`src/rtl/addsum_pkg.sv`:
```
// Shared definitions for the accumulate-in-RAM buffer: controller state encoding
// and the latency constants that the accumulator and its controller must agree on.
package addsum_pkg;

    // Beat-to-write latency of the accumulator; also the controller's drain length.
    localparam int C_WDLY = 7;

    // Read-address-to-data latency of the accumulator RAM.
    localparam int C_RLAT = 3;

    typedef enum logic [2:0] {
        ST_IDLE  = 3'd0,
        ST_ACC   = 3'd1,
        ST_DRAIN = 3'd2,
        ST_GAP   = 3'd3,
        ST_READ  = 3'd4,
        ST_RWAIT = 3'd5,
        ST_DONE  = 3'd6
    } state_t;

endpackage

```
`src/rtl/addsum_ctrl_dly.sv`:
```
// Fixed-depth shift delay: O_q is I_d delayed by exactly DEPTH clock cycles,
// cleared asynchronously by reset.
module dly #(
    parameter int WIDTH = 1,
    parameter int DEPTH = 3
) (
    input  logic             I_clk,
    input  logic             I_rst_n,
    input  logic [WIDTH-1:0] I_d,
    output logic [WIDTH-1:0] O_q
);

    logic [WIDTH-1:0] r_sr [DEPTH];

    always_ff @(posedge I_clk or negedge I_rst_n) begin
        if (!I_rst_n) begin
            for (int i = 0; i < DEPTH; i++) begin
                r_sr[i] <= '0;
            end
        end else begin
            r_sr[0] <= I_d;
            for (int i = 1; i < DEPTH; i++) begin
                r_sr[i] <= r_sr[i-1];
            end
        end
    end

    assign O_q = r_sr[DEPTH-1];

endmodule

```
`src/rtl/addsum_ctrl.sv`:
```
// Sequencing controller for the accumulate-in-RAM buffer: runs npass accumulation
// passes of len beats each, drains writes between passes, then streams the row out.
module addsum_ctrl
    import addsum_pkg::*;
#(
    parameter int C_ASIZE = 10,
    parameter int C_PSIZE = 8,
    parameter int C_WDLY  = addsum_pkg::C_WDLY,
    parameter int C_RLAT  = addsum_pkg::C_RLAT
) (
    input  logic               I_clk,
    input  logic               I_rst_n,
    input  logic               I_start,
    input  logic [C_PSIZE-1:0] I_npass,
    input  logic [C_ASIZE:0]   I_len,
    input  logic               I_src_valid,
    input  logic               I_dst_ready,
    output logic               O_src_ready,
    output logic               O_first_flag,
    output logic               O_dven,
    output logic               O_dv_pre4,
    output logic [C_ASIZE-1:0] O_raddr,
    output logic               O_rd_valid,
    output logic               O_busy,
    output logic               O_done
);

    localparam int C_CMAX = (C_WDLY > C_RLAT) ? C_WDLY : C_RLAT;
    localparam int C_CNTW = $clog2(C_CMAX + 1);

    state_t             r_state;
    logic [C_ASIZE-1:0] r_lenm1;
    logic [C_PSIZE-1:0] r_npassm1;
    logic [C_ASIZE-1:0] r_pos;
    logic [C_PSIZE-1:0] r_pass;
    logic [C_CNTW-1:0]  r_cnt;
    logic               r_src_ready;
    logic               r_first_flag;
    logic               r_dven;
    logic [C_ASIZE-1:0] r_raddr;
    logic               r_busy;
    logic               r_done;

    logic               w_beat;
    logic               w_issue;

    // r_src_ready is only ever set in ACC, so beats outside ACC cannot occur.
    assign w_beat  = I_src_valid & r_src_ready;
    assign w_issue = (r_state == ST_READ) & I_dst_ready;

    // Lengths and pass counts are stored minus one so that a full 2^C_ASIZE row
    // fits the position counter and the last-position compare stays narrow.
    always_ff @(posedge I_clk or negedge I_rst_n) begin
        if (!I_rst_n) begin
            r_state      <= ST_IDLE;
            r_lenm1      <= '0;
            r_npassm1    <= '0;
            r_pos        <= '0;
            r_pass       <= '0;
            r_cnt        <= '0;
            r_src_ready  <= 1'b0;
            r_first_flag <= 1'b0;
            r_dven       <= 1'b0;
            r_raddr      <= '0;
            r_busy       <= 1'b0;
            r_done       <= 1'b0;
        end else begin
            case (r_state)
                ST_IDLE: begin
                    if (I_start) begin
                        r_lenm1   <= C_ASIZE'(I_len - 1'b1);
                        r_npassm1 <= I_npass - 1'b1;
                        r_pos     <= '0;
                        r_pass    <= '0;
                        r_busy    <= 1'b1;
                        if ((I_npass == '0) || (I_len == '0)) begin
                            r_state <= ST_DONE;
                            r_done  <= 1'b1;
                        end else begin
                            r_state      <= ST_ACC;
                            r_src_ready  <= 1'b1;
                            r_dven       <= 1'b1;
                            r_first_flag <= 1'b1;
                        end
                    end
                end

                ST_ACC: begin
                    if (w_beat) begin
                        if (r_pos == r_lenm1) begin
                            r_pos       <= '0;
                            r_src_ready <= 1'b0;
                            r_cnt       <= C_CNTW'(C_WDLY - 1);
                            r_state     <= ST_DRAIN;
                        end else begin
                            r_pos <= r_pos + 1'b1;
                        end
                    end
                end

                // Enable stays high so the accumulator pipeline can finish its writes.
                ST_DRAIN: begin
                    if (r_cnt == '0) begin
                        r_dven <= 1'b0;
                        if (r_pass == r_npassm1) begin
                            r_first_flag <= 1'b0;
                            r_raddr      <= '0;
                            r_state      <= ST_READ;
                        end else begin
                            r_pass  <= r_pass + 1'b1;
                            r_state <= ST_GAP;
                        end
                    end else begin
                        r_cnt <= r_cnt - 1'b1;
                    end
                end

                ST_GAP: begin
                    r_first_flag <= 1'b0;
                    r_dven       <= 1'b1;
                    r_src_ready  <= 1'b1;
                    r_state      <= ST_ACC;
                end

                ST_READ: begin
                    if (w_issue) begin
                        if (r_pos == r_lenm1) begin
                            r_cnt   <= C_CNTW'(C_RLAT - 1);
                            r_state <= ST_RWAIT;
                        end else begin
                            r_pos   <= r_pos + 1'b1;
                            r_raddr <= r_pos + 1'b1;
                        end
                    end
                end

                ST_RWAIT: begin
                    if (r_cnt == '0) begin
                        r_done  <= 1'b1;
                        r_state <= ST_DONE;
                    end else begin
                        r_cnt <= r_cnt - 1'b1;
                    end
                end

                ST_DONE: begin
                    r_done  <= 1'b0;
                    r_busy  <= 1'b0;
                    r_raddr <= '0;
                    r_pos   <= '0;
                    r_state <= ST_IDLE;
                end

                default: begin
                    r_state <= ST_IDLE;
                end
            endcase
        end
    end

    // Read data valid tracks the issue strobe through the RAM's read latency.
    dly #(
        .WIDTH (1),
        .DEPTH (C_RLAT)
    ) u_rd_dly (
        .I_clk   (I_clk),
        .I_rst_n (I_rst_n),
        .I_d     (w_issue),
        .O_q     (O_rd_valid)
    );

    assign O_src_ready  = r_src_ready;
    assign O_first_flag = r_first_flag;
    assign O_dven       = r_dven;
    assign O_dv_pre4    = w_beat;
    assign O_raddr      = r_raddr;
    assign O_busy       = r_busy;
    assign O_done       = r_done;

endmodule

```
`config.mk`:
```
export PLATFORM = sky130hd
export DESIGN_NAME = addsum_ctrl
export DESIGN_NICKNAME = d
export VERILOG_FILES = /design/src/rtl/addsum_pkg.sv /design/src/rtl/addsum_ctrl_dly.sv /design/src/rtl/addsum_ctrl.sv
export SDC_FILE = /design/constraint.sdc
export NUM_CORES = 1
export LEC_CHECK = 0
export ABC_AREA = 1
export BUFFER_PORTS_ARGS = -buffer_cell sky130_fd_sc_hd__buf_2
export CELL_PAD_IN_SITES_DETAIL_PLACEMENT = 1
export CELL_PAD_IN_SITES_GLOBAL_PLACEMENT = 2
export CORE_MARGIN = 4
export CORE_UTILIZATION = 34
export CTS_CLUSTER_DIAMETER = 30
export DETAILED_ROUTE_END_ITERATION = 16
export GPL_ROUTABILITY_DRIVEN = 0
export PLACE_DENSITY = 0.91
export SYNTH_ARGS = -nofsm -noshare
export SYNTH_HDL_FRONTEND = slang
export SYNTH_SLANG_ARGS = --single-unit
```
`constraint.sdc`:
```
create_clock -name I_clk -period 1.85 [get_ports I_clk]
set_input_delay 0.37 -clock I_clk [delete_from_list [all_inputs] [get_ports I_clk]]
set_output_delay 0.37 -clock I_clk [all_outputs]
set_load 0.005 [all_outputs]
```
==> results.yml <==
synth:
  synth-seq-cells: 60
  syn_nets: 512
  yosysSeqAreaShare_pct: 42.1
  ys_types: 29
  synth_area_um2: 3570
  yosysWarnings: 0
  syn_inst: 482
  avgSynthCellArea_um2: 7.41
sta:
  max_freq_ghz: 0.588
  finalHoldViolCount: 0
  rsz0062_at_grt: "true"
  relSlewSlack_pct: 74.2
  min_period_ns: 1.70
  finClkSkew_ns: 0.00590
  fin_ws_ns: 0.150
  setup_violations: 0
  min_period_over_period_pct: 91.9
  worst_pin_slew_ns: 0.386
  slew_viol_final: 0
clocking:
  cts_tree: "built"
  ctsHoldBuffers: 0
  htree_levels: 3
  path_clk_slew_ns: 0.07
  clock_sinks: 60
  clk_path_buf_depth: 2
  root_buffer: "clkbuf_8"
  clock_latency_ns: 0.34
  cts_buffers: 9
cells_and_area:
  final_area_um2: 4280
  nets: 567
  fin_util_pct: 41.6
  final_common_cell: "nand2_1"
  n_antenna_cell: 0
  area_growth_pct: 19.9
  layout_common_cells: "nand2_1, dfrtp_1, nor2_1"
  final_cells: 678
  fill_cells: 1334
  drive_gt1_share_pct: 20.1
place:
  dp.cells: 660
  place_ws_ns: 0.0789
  placedInstanceArea_um2: 3980
  port_buffers: 40
  hpwl_um: 6800
floorplan:
  start_util_pct: 34.7
  dieWidth_um: 110
  rows: 37
  core_area_um2: 10300
  dieArea_um2: 12200
  die-height_um: 110
  pin_count: 41
critical_path:
  worstPathRequired_ns: 2.08
  critPathKind: "reg -> reg"
  crit_fanout: 9
  r2r_slack_ns: 0.15
  cpMostUsedCell: "nand2_1"
  critPathSlowestCell: "dfrtp_1"
  critPathLaunchType: "register"
  end_kind: "register"
  cp.arrival_ns: 1.93
  slowest_delay_ns: 0.44
  reg2reg_depth: 10
  crit_chain: "inv_1 -> nand2_1 -> nand2_1 -> nor2_1 -> nand3_2 -> nor2_4 -> nand2_2 -> buf_4 -> nand4_1 -> nand2_1"
global_routing:
  overflow: 0
  grt_pass1_wl_um: 15400
  grt_usage_pct: 15.2
  grt_max_degree: 61
  grt_pass1_vias: 3349
  antenna_found_initial: 0
drt:
  first_pass_iters: 4
  drc_errors: 0
  drt-total-wl_um: 8970
  antenna_left: 0
  num_vias: 3190
  wl_per_cell_um: 13.2
  drt_iter0_drc: 80
  vias_per_cell: 4.71
power_and_ir_drop:
  p_comb_share_pct: 42.9
  internal_power_mw: 3.56
  p_switching_mw: 2.47
  switching_share_pct: 41.0
  powerDensity_nw_per_um2: 1410
  irDropWorstVdd_mv: 0.460
  power.leakage_nw: 2.11
  clkPwrFrac_pct: 25.0
  p_seq_share_pct: 32.1
min_path:
  hold_class: "in -> async"
status:
  status: "finished, final reports clean"
run:
  drv_cap: 0
kinds of logic after synthesis:
| logic type | count (synthesis) | synth area share, % |
|---|---|---|
| and+or+nand+nor | 278 | 34.2 |
| buffers and inverters | 64 | 7.43 |
| DFF | 60 | 42.1 |
| AOI/OAI and AO/OA | 42 | 6.34 |
| xor gates and xnor gates | 32 | 7.85 |
| adders and majority gates | 6 | 2.10 |
synthesized netlist by cell type:
cell	count	share of area (%)
ha_1	6	2.1
inv_2	7	0.74
o21ai_2	1	0.25
nor2_1	52	5.5
nand3_2	3	0.84
nor2_2	4	0.70
o22ai_1	1	0.18
or2_2	2	0.35
clkbuf_1	1	0.11
a2bb2oi_1	1	0.25
nand4_1	16	2.8
nor3_2	1	0.28
nand3b_1	2	0.42
a31o_2	1	0.25
buf_2	8	1.1
xor2_1	16	3.9
inv_1	46	4.8
nor2_4	3	0.95
dfrtp_1	60	42
nor3_1	5	0.70
o21ai_1	16	2.2
nand3_1	23	3.2
o21ai_0	20	2.8
nand2_1	154	16
a21oi_1	1	0.14
xnor2_1	16	3.9
a21oi_2	1	0.25
buf_6	2	0.63
nand2_2	13	2.3
state kept, by name, summed over array words and instances (netlist names):
name	flops
O_busy	1
r_npassm1	8
O_raddr	10
r_pass	8
O_src_ready	1
O_dven	1
u_rd_dly.r_sr	2
r_cnt	3
u_rd_dly.O_q	1
r_pos	10
r_state	3
O_done	1
r_lenm1	10
O_first_flag	1
path summary, 6_finish.rpt:
kind	from	to
max in group asynchronous	I_rst_n	r_cnt[0]$_DFFE_PN0P_
worst min register to register	u_rd_dly.r_sr[1]$_DFF_PN0_	u_rd_dly.O_q$_DFF_PN0_
worst min-delay path	I_rst_n	O_raddr[6]$_DFFE_PN0P_
worst max-delay path	r_pos[5]$_DFFE_PN0P_	O_raddr[4]$_DFFE_PN0P_
min in group I_clk	I_npass[0]	r_npassm1[0]$_DFFE_PN0P_
worst max register to register	r_pos[5]$_DFFE_PN0P_	O_raddr[4]$_DFFE_PN0P_
repair_timing:
action | in CTS | in global routing
resized for setup | 0 | 5
setup buffers | 0 | 1
setup endpoints to repair | 0 | 11
critical path, delay by kind of cell (launching register included):
family | cells | cell delay (ns)
buffers and inverters | 2 | 0.30
flip-flops | 1 | 0.44
AND/OR/NAND/NOR | 8 | 0.85
power by group through the flow:
stage	clock network, mW	registers, mW	logic [mW]
3_5_place_dp	0	1.96	2.52
6_report	1.51	1.93	2.59
5_1_grt	1.62	1.99	2.96
2_1_floorplan	0	1.89	1.92
4_1_cts	1.54	1.94	2.55
3_3_place_gp	0	1.94	2.44
layer usage:
metal | GRT usage [%] | up-vias | wire length [um] | share of wire, %
met3 | 3.95 | 13 | 301 | 3.4
met1 | 19.1 | 1507 | 4160 | 46
li1 | - | 1625 | - | -
met4 | 4.27 | 0 | 113 | 1.3
met5 | 0 | - | 0 | 0
met2 | 25.7 | 45 | 4390 | 49
cell type report:
type / instances / area, um2 / share of cell area (%)
multi-input combinational: 358 / 1820 / 42.5
sequential: 60 / 1500 / 35.1
timing repair buffer: 54 / 330 / 7.72
inverter: 53 / 203 / 4.74
tap: 136 / 170 / 3.98
clock buffer: 12 / 155 / 3.63
clock inverter: 4 / 95.1 / 2.22
timing repair inverter: 1 / 5.00 / 0.117
stage by stage:
stage	setup TNS (ns)	hold WS, ns	total power, mW
floorplan	0	0.0744	3.80
global placement	0	0.337	4.39
detailed placement	0	0.339	4.49
CTS	0	0.0310	6.03
global route	-0.0209	0.0458	6.56
finish	0	0.0225	6.03
Note: power is estimated with default switching activity, not from simulation.
